## src/rtl/partition_err_sweep_if.sv

```systemverilog
// Purpose : bundles the sweep request, the partition stimulus/response pair and
//           the error-statistics results of partition_err_sweep into one port.
// Ports   : start, po_exact, po_approx flow host -> sweeper;
//           pi, busy, done, err_count, bit_err_sum, max_abs_err flow sweeper -> host.
interface partition_err_sweep_if #(
  parameter int IN_W  = 7,
  parameter int OUT_W = 4
);
  logic              start;
  logic [IN_W-1:0]   pi;
  logic [OUT_W-1:0]  po_exact;
  logic [OUT_W-1:0]  po_approx;
  logic              busy;
  logic              done;
  logic [IN_W:0]     err_count;
  logic [IN_W+3:0]   bit_err_sum;
  logic [OUT_W-1:0]  max_abs_err;

  // Host side: requests sweeps and evaluates the partitions on pi.
  modport master (
    output start, po_exact, po_approx,
    input  pi, busy, done, err_count, bit_err_sum, max_abs_err
  );

  // Sweeper side.
  modport slave (
    input  start, po_exact, po_approx,
    output pi, busy, done, err_count, bit_err_sum, max_abs_err
  );
endinterface

```

## src/rtl/partition_err_sweep.sv

```systemverilog
// Purpose : exhaustively drives pi = 0..2^IN_W-1 into an exact and an approximate
//           partition and accumulates mismatch count, Hamming sum and max |error|.
// Latency : done pulses 2^IN_W+1 cycles after the edge that accepts start.
// Backpr. : none; start is only honoured in IDLE and ignored otherwise.
// Ports   : clk, rst (async, active-high); bus = partition_err_sweep_if.slave.
module partition_err_sweep #(
  parameter int IN_W  = 7,
  parameter int OUT_W = 4
) (
  input  logic                   clk,
  input  logic                   rst,
  partition_err_sweep_if.slave   bus
);

  typedef enum logic [1:0] {
    ST_IDLE  = 2'd0,
    ST_SWEEP = 2'd1,
    ST_DRAIN = 2'd2,
    ST_DONE  = 2'd3
  } state_t;

  localparam logic [IN_W-1:0]   CNT_LAST = {IN_W{1'b1}};
  localparam logic [IN_W-1:0]   CNT_ONE  = 1;
  localparam logic [OUT_W-1:0]  OUT_ONE  = 1;

  state_t            r_state;
  state_t            w_state_nxt;
  logic              w_busy;
  logic              w_done;
  logic              w_accept;   // start sampled in IDLE
  logic              w_cap_en;   // capture stage loads this edge

  logic [IN_W-1:0]   r_cnt;
  logic              w_last;

  logic              r_cap_vld;
  logic [OUT_W-1:0]  r_cap_exact;
  logic [OUT_W-1:0]  r_cap_approx;

  logic [IN_W:0]     r_err_count;
  logic [IN_W+3:0]   r_bit_err_sum;
  logic [OUT_W-1:0]  r_max_abs_err;

  logic [OUT_W-1:0]  w_xor;
  logic              w_ne;
  logic [IN_W+3:0]   w_pop;
  logic [OUT_W:0]    w_diff;
  logic [OUT_W-1:0]  w_abs_err;

  assign w_last = (r_cnt == CNT_LAST);

  // ---------------- FSM ----------------
  always_ff @(posedge clk or posedge rst) begin
    if (rst) begin
      r_state <= ST_IDLE;
    end else begin
      r_state <= w_state_nxt;
    end
  end

  always_comb begin
    w_state_nxt = r_state;
    w_busy      = 1'b0;
    w_done      = 1'b0;
    w_accept    = 1'b0;
    w_cap_en    = 1'b0;
    case (r_state)
      ST_IDLE: begin
        if (bus.start) begin
          w_state_nxt = ST_SWEEP;
          w_accept    = 1'b1;
        end
      end
      ST_SWEEP: begin
        w_busy   = 1'b1;
        w_cap_en = 1'b1;
        if (w_last) begin
          w_state_nxt = ST_DRAIN;
        end
      end
      ST_DRAIN: begin
        w_busy      = 1'b1;
        w_state_nxt = ST_DONE;
      end
      ST_DONE: begin
        w_done      = 1'b1;
        w_state_nxt = ST_IDLE;
      end
      default: begin
        w_state_nxt = ST_IDLE;
      end
    endcase
  end

  // ---------------- vector counter (drives pi directly) ----------------
  // Parks on the last vector instead of wrapping, so pi holds its final
  // value through DRAIN, DONE and IDLE.
  always_ff @(posedge clk or posedge rst) begin
    if (rst) begin
      r_cnt <= '0;
    end else if (w_accept) begin
      r_cnt <= '0;
    end else if (w_cap_en && !w_last) begin
      r_cnt <= r_cnt + CNT_ONE;
    end
  end

  // ---------------- capture stage ----------------
  // Loads the partition responses for the current pi on every SWEEP edge;
  // any other state (in particular DRAIN) empties it.
  always_ff @(posedge clk or posedge rst) begin
    if (rst) begin
      r_cap_vld    <= 1'b0;
      r_cap_exact  <= '0;
      r_cap_approx <= '0;
    end else if (w_cap_en) begin
      r_cap_vld    <= 1'b1;
      r_cap_exact  <= bus.po_exact;
      r_cap_approx <= bus.po_approx;
    end else begin
      r_cap_vld    <= 1'b0;
    end
  end

  // ---------------- error metrics of the captured pair ----------------
  assign w_xor = r_cap_exact ^ r_cap_approx;
  assign w_ne  = |w_xor;

  always_comb begin
    w_pop = '0;
    for (int i = 0; i < OUT_W; i++) begin
      w_pop = w_pop + (IN_W+4)'(w_xor[i]);
    end
  end

  // Borrow bit of the OUT_W+1 subtraction tells which operand is larger;
  // a negative result is negated back to its magnitude.
  assign w_diff    = {1'b0, r_cap_exact} - {1'b0, r_cap_approx};
  assign w_abs_err = w_diff[OUT_W] ? (~w_diff[OUT_W-1:0] + OUT_ONE) : w_diff[OUT_W-1:0];

  // ---------------- accumulators ----------------
  // Widths cover the worst case (every vector wrong, every bit flipped), so
  // plain wrapping adders never actually wrap.
  always_ff @(posedge clk or posedge rst) begin
    if (rst) begin
      r_err_count   <= '0;
      r_bit_err_sum <= '0;
      r_max_abs_err <= '0;
    end else if (w_accept) begin
      r_err_count   <= '0;
      r_bit_err_sum <= '0;
      r_max_abs_err <= '0;
    end else if (r_cap_vld) begin
      r_err_count   <= r_err_count + (IN_W+1)'(w_ne);
      r_bit_err_sum <= r_bit_err_sum + w_pop;
      if (w_abs_err > r_max_abs_err) begin
        r_max_abs_err <= w_abs_err;
      end
    end
  end

  assign bus.pi          = r_cnt;
  assign bus.busy        = w_busy;
  assign bus.done        = w_done;
  assign bus.err_count   = r_err_count;
  assign bus.bit_err_sum = r_bit_err_sum;
  assign bus.max_abs_err = r_max_abs_err;

endmodule

```

## src/flat_wrapper.sv

```systemverilog
// flat-port wrapper written by rule: the top's interface ports become plain ports
module partition_err_sweep_flat 
#(
  parameter int IN_W  = 7,
  parameter int OUT_W = 4
)
  (clk, rst, bus_start, bus_po_exact, bus_po_approx, bus_pi, bus_busy, bus_done, bus_err_count, bus_bit_err_sum, bus_max_abs_err);
  partition_err_sweep_if #(.IN_W(IN_W), .OUT_W(OUT_W)) bus_i ();
  input  logic clk;
  input  logic rst;
  input wire logic [$bits(bus_i.start)-1:0] bus_start;
  input wire logic [$bits(bus_i.po_exact)-1:0] bus_po_exact;
  input wire logic [$bits(bus_i.po_approx)-1:0] bus_po_approx;
  output wire logic [$bits(bus_i.pi)-1:0] bus_pi;
  output wire logic [$bits(bus_i.busy)-1:0] bus_busy;
  output wire logic [$bits(bus_i.done)-1:0] bus_done;
  output wire logic [$bits(bus_i.err_count)-1:0] bus_err_count;
  output wire logic [$bits(bus_i.bit_err_sum)-1:0] bus_bit_err_sum;
  output wire logic [$bits(bus_i.max_abs_err)-1:0] bus_max_abs_err;
  assign bus_i.start = bus_start;
  assign bus_i.po_exact = bus_po_exact;
  assign bus_i.po_approx = bus_po_approx;
  assign bus_pi = bus_i.pi;
  assign bus_busy = bus_i.busy;
  assign bus_done = bus_i.done;
  assign bus_err_count = bus_i.err_count;
  assign bus_bit_err_sum = bus_i.bit_err_sum;
  assign bus_max_abs_err = bus_i.max_abs_err;
  partition_err_sweep #(.IN_W(IN_W), .OUT_W(OUT_W)) u_core (.clk(clk), .rst(rst), .bus(bus_i));
endmodule
```

## config.mk

```make
export PLATFORM = sky130hd
export DESIGN_NAME = partition_err_sweep_flat
export DESIGN_NICKNAME = d
export VERILOG_FILES = /design/src/rtl/partition_err_sweep_if.sv /design/src/rtl/partition_err_sweep.sv /design/src/flat_wrapper.sv
export SDC_FILE = /design/constraint.sdc
export NUM_CORES = 1
export LEC_CHECK = 0
export BUFFER_PORTS_ARGS = -buffer_cell sky130_fd_sc_hd__buf_4
export CORE_AREA = 2 2 66 68
export DETAILED_ROUTE_END_ITERATION = 8
export DIE_AREA = 0 0 68 70
export PLACE_DENSITY = 0.84
export SYNTH_ARGS = -nofsm -noshare
export SYNTH_HDL_FRONTEND = slang
export SYNTH_SLANG_ARGS = --single-unit
```

## constraint.sdc

```tcl
create_clock -name clk -period 5.21 [get_ports clk]
set_input_delay 0.7815 -clock clk [delete_from_list [all_inputs] [get_ports clk]]
set_output_delay 0.7815 -clock clk [all_outputs]
set_load 0.02 [all_outputs]
```

==> results.txt <==
Synth area leader: dfrtp_1
part of the cycle the worst path needs: 64.28%
nets: 308
Synth Area in Compound Gates: 14.23%
Synth Register Bits: 41
residual DRC count: 0
status: complete, no violations
Setup crit start kind: register
mux contribution to synthesized area: 5.479%
Placeable Area: 4144 µm²
TritonCTS Buffers: 5
Final Hold Viols: 0
post-route setup TNS: 0 ns
Gate Count Post-Synth: 227
layout cells sized above 1: 22.79%
worst-margin pin slew: 1.118 ns
maximum clock rate: 298.6 MHz
CTS tree: built
Synth Area in XOR/XNOR: 5.374%
CP max FO: 5
crit path DAT: 3.53 ns
setup-violating endpoint count in the final report: 0
CTS max path bufs: 2
DP Area: 2738 µm²
Final Slew Violations: 0
All-Layer GR Usage: 22.71%
cell area after synthesis: 2375 µm²
post-DR wirelength/cell: 14.99 µm
die area: 4760 µm²
Util after Layout: 68.00%
Rows: 24
Adder-Cell Fraction of Synth Area: 14.65%
clk slew on worst S/H paths: 0.08 ns
final critical-path required period: 3.349 ns
Pre-Repair DR Iteration Count: 4
Syn Area/Cell: 10.46 µm²
WP data required: 5.39 ns
Antenna Nets Post-Route: 0
unrepaired setup endpoints after global routing: false
vias post-DR: 1857
CTS resizes: 0
drt initial violations: 82
Synth Area in Simple Gates: 12.38%
Die W: 68 µm
antenna violations before repair: 0
post-synthesis sequential area ratio: 43.20%
largest family of logic cells by synthesized area: adder cells
vias in the first global route: 1853
Max-Cap Viols: 0
Root Buffer: clkbuf_8
WL final: 4858 µm
ys flop type: dfrtp_1
Post-synth EDFFs: 0
DPL Wire Length: 3493 µm
first-pass GRT wire length: 8328 µm
layout filler cell count: 323
ANT cells: 0
Yosys Warn Count: 0
Fin Clk Skew: 0.004591 ns
clk sink count: 41
CTS H-tree lvls: 2
Hold Path Class: register to register
DR vias/cell: 5.731
Synth Net Count: 264
critical path class: register to register
num ports: 43
Async SR Flop Fraction: 100.0%
Slew headroom: 25.44%
most instantiated cells after synthesis: 41 x dfrtp_1, 23 x ha_1, 22 x inv_1
CP endpoint kind: register
Initial Utilization: 57.31%
largest net degree at the start of global routing: 42
hold_buf cts: 0
remaining global-route overflow: 0
cell area after layout: 2818 µm²
R2R setup slack: 1.86 ns
Layout area overhead: 18.65%
Die Y-Extent: 70 µm
Worst-Skew Late Latency: 0.29 ns
area share of the largest cell type after synthesis: 43.20%
Cell variety after synth: 41
Synth area leaders: dfrtp_1 43%, ha_1 12%, a21oi_1 3.8%
routability cong.: 0.7519
I/O Buffers: 42
top-count cell post-synth: dfrtp_1
post-CTS setup buffers: 0
## through the flow
stage	setup WS, ns	hold WS (ns)	cells
floorplan	2.264	0.4848	227
global placement	1.951	0.4962	316
detailed placement	1.936	0.5066	316
CTS	1.892	0.5239	324
global route	1.630	0.5373	324
finish	1.861	0.5238	324
## cell usage in the layout (no fill, tap or decap), types with 4 or more instances in the layout
cell      count
a211oi_1      5
a21oi_1      18
buf_4        43
clkbuf_8      5
dfrtp_1      41
ha_1         23
inv_1        22
mux2_2        4
mux2i_1       7
nand2_1      13
nand3_1       5
nand4_1       4
nor2_1       18
o21ai_0      10
or3_1         6
or4_1         4
xnor2_1       6
xor2_1        6
## sequential cells by signal, summed over array words and instances, names as in the netlist
signal / cells
u_core.bus.max_abs_err: 4
u_core.r_cap_approx: 4
u_core.r_state: 2
u_core.bus.pi: 7
u_core.bus.err_count: 8
u_core.r_cap_exact: 4
u_core.r_cap_vld: 1
u_core.bus.bit_err_sum: 11
## cell type report
type | instances | area, µm² | share of cell area, %
multi-input cells | 157 | 1237 | 43.92
flip-flops and latches | 41 | 1026 | 36.41
repair buffers | 43 | 322.8 | 11.46
inverters | 23 | 86.33 | 3.064
clock buffers | 8 | 80.08 | 2.842
well taps | 52 | 65.06 | 2.309
## path summary, 6_finish.rpt
| path | cells past startpoint | startpoint | end |
|---|---|---|---|
| setup reg to reg | 13 | u_core.r_cap_exact[0] | u_core.bus.max_abs_err[0] |
| hold reg to reg | 1 | u_core.r_cap_approx[0] | u_core.r_cap_approx[0] |
| max in group asynchronous | 3 | rst | u_core.r_cap_vld |
| hold / removal | 1 | u_core.r_cap_approx[0] | u_core.r_cap_approx[0] |
| min in group asynchronous | 3 | rst | u_core.bus.pi[6] |
| setup / recovery | 13 | u_core.r_cap_exact[0] | u_core.bus.max_abs_err[0] |
## logic make-up (layout without fill, tap and decap cells)
group	after synthesis	count (layout)
AND/OR/NAND/NOR	58	58
XOR/XNOR	13	13
flip-flops	41	41
AO/OA/AOI/OAI	48	48
adder cells (fa/ha/maj)	26	26
buffers and inverters	29	74
multiplexers	12	12
## critical path: stages, from the launching register on
cell,delay (ns)
dfrtp_1,0.37
inv_1,0.08
ha_1,0.23
inv_1,0.08
fa_1,0.54
inv_1,0.06
ha_1,0.18
a211oi_1,0.23
xnor2_1,0.19
ha_1,0.30
a21oi_1,0.17
o221ai_1,0.24
and2_1,0.30
a211oi_1,0.26
## per-layer routing
layer	GRT usage, %	part of all wire [%]	vias to the layer above
met5	0	0	-
met4	6.889	1.4	0
met3	4.348	4.1	6
met2	38.40	52	51
met1	28.96	43	921
li1	-	-	879
Power is left out: the tool's default activity adds up to more than one toggle a clock period on the data nets, which glitch-free logic cannot reach.
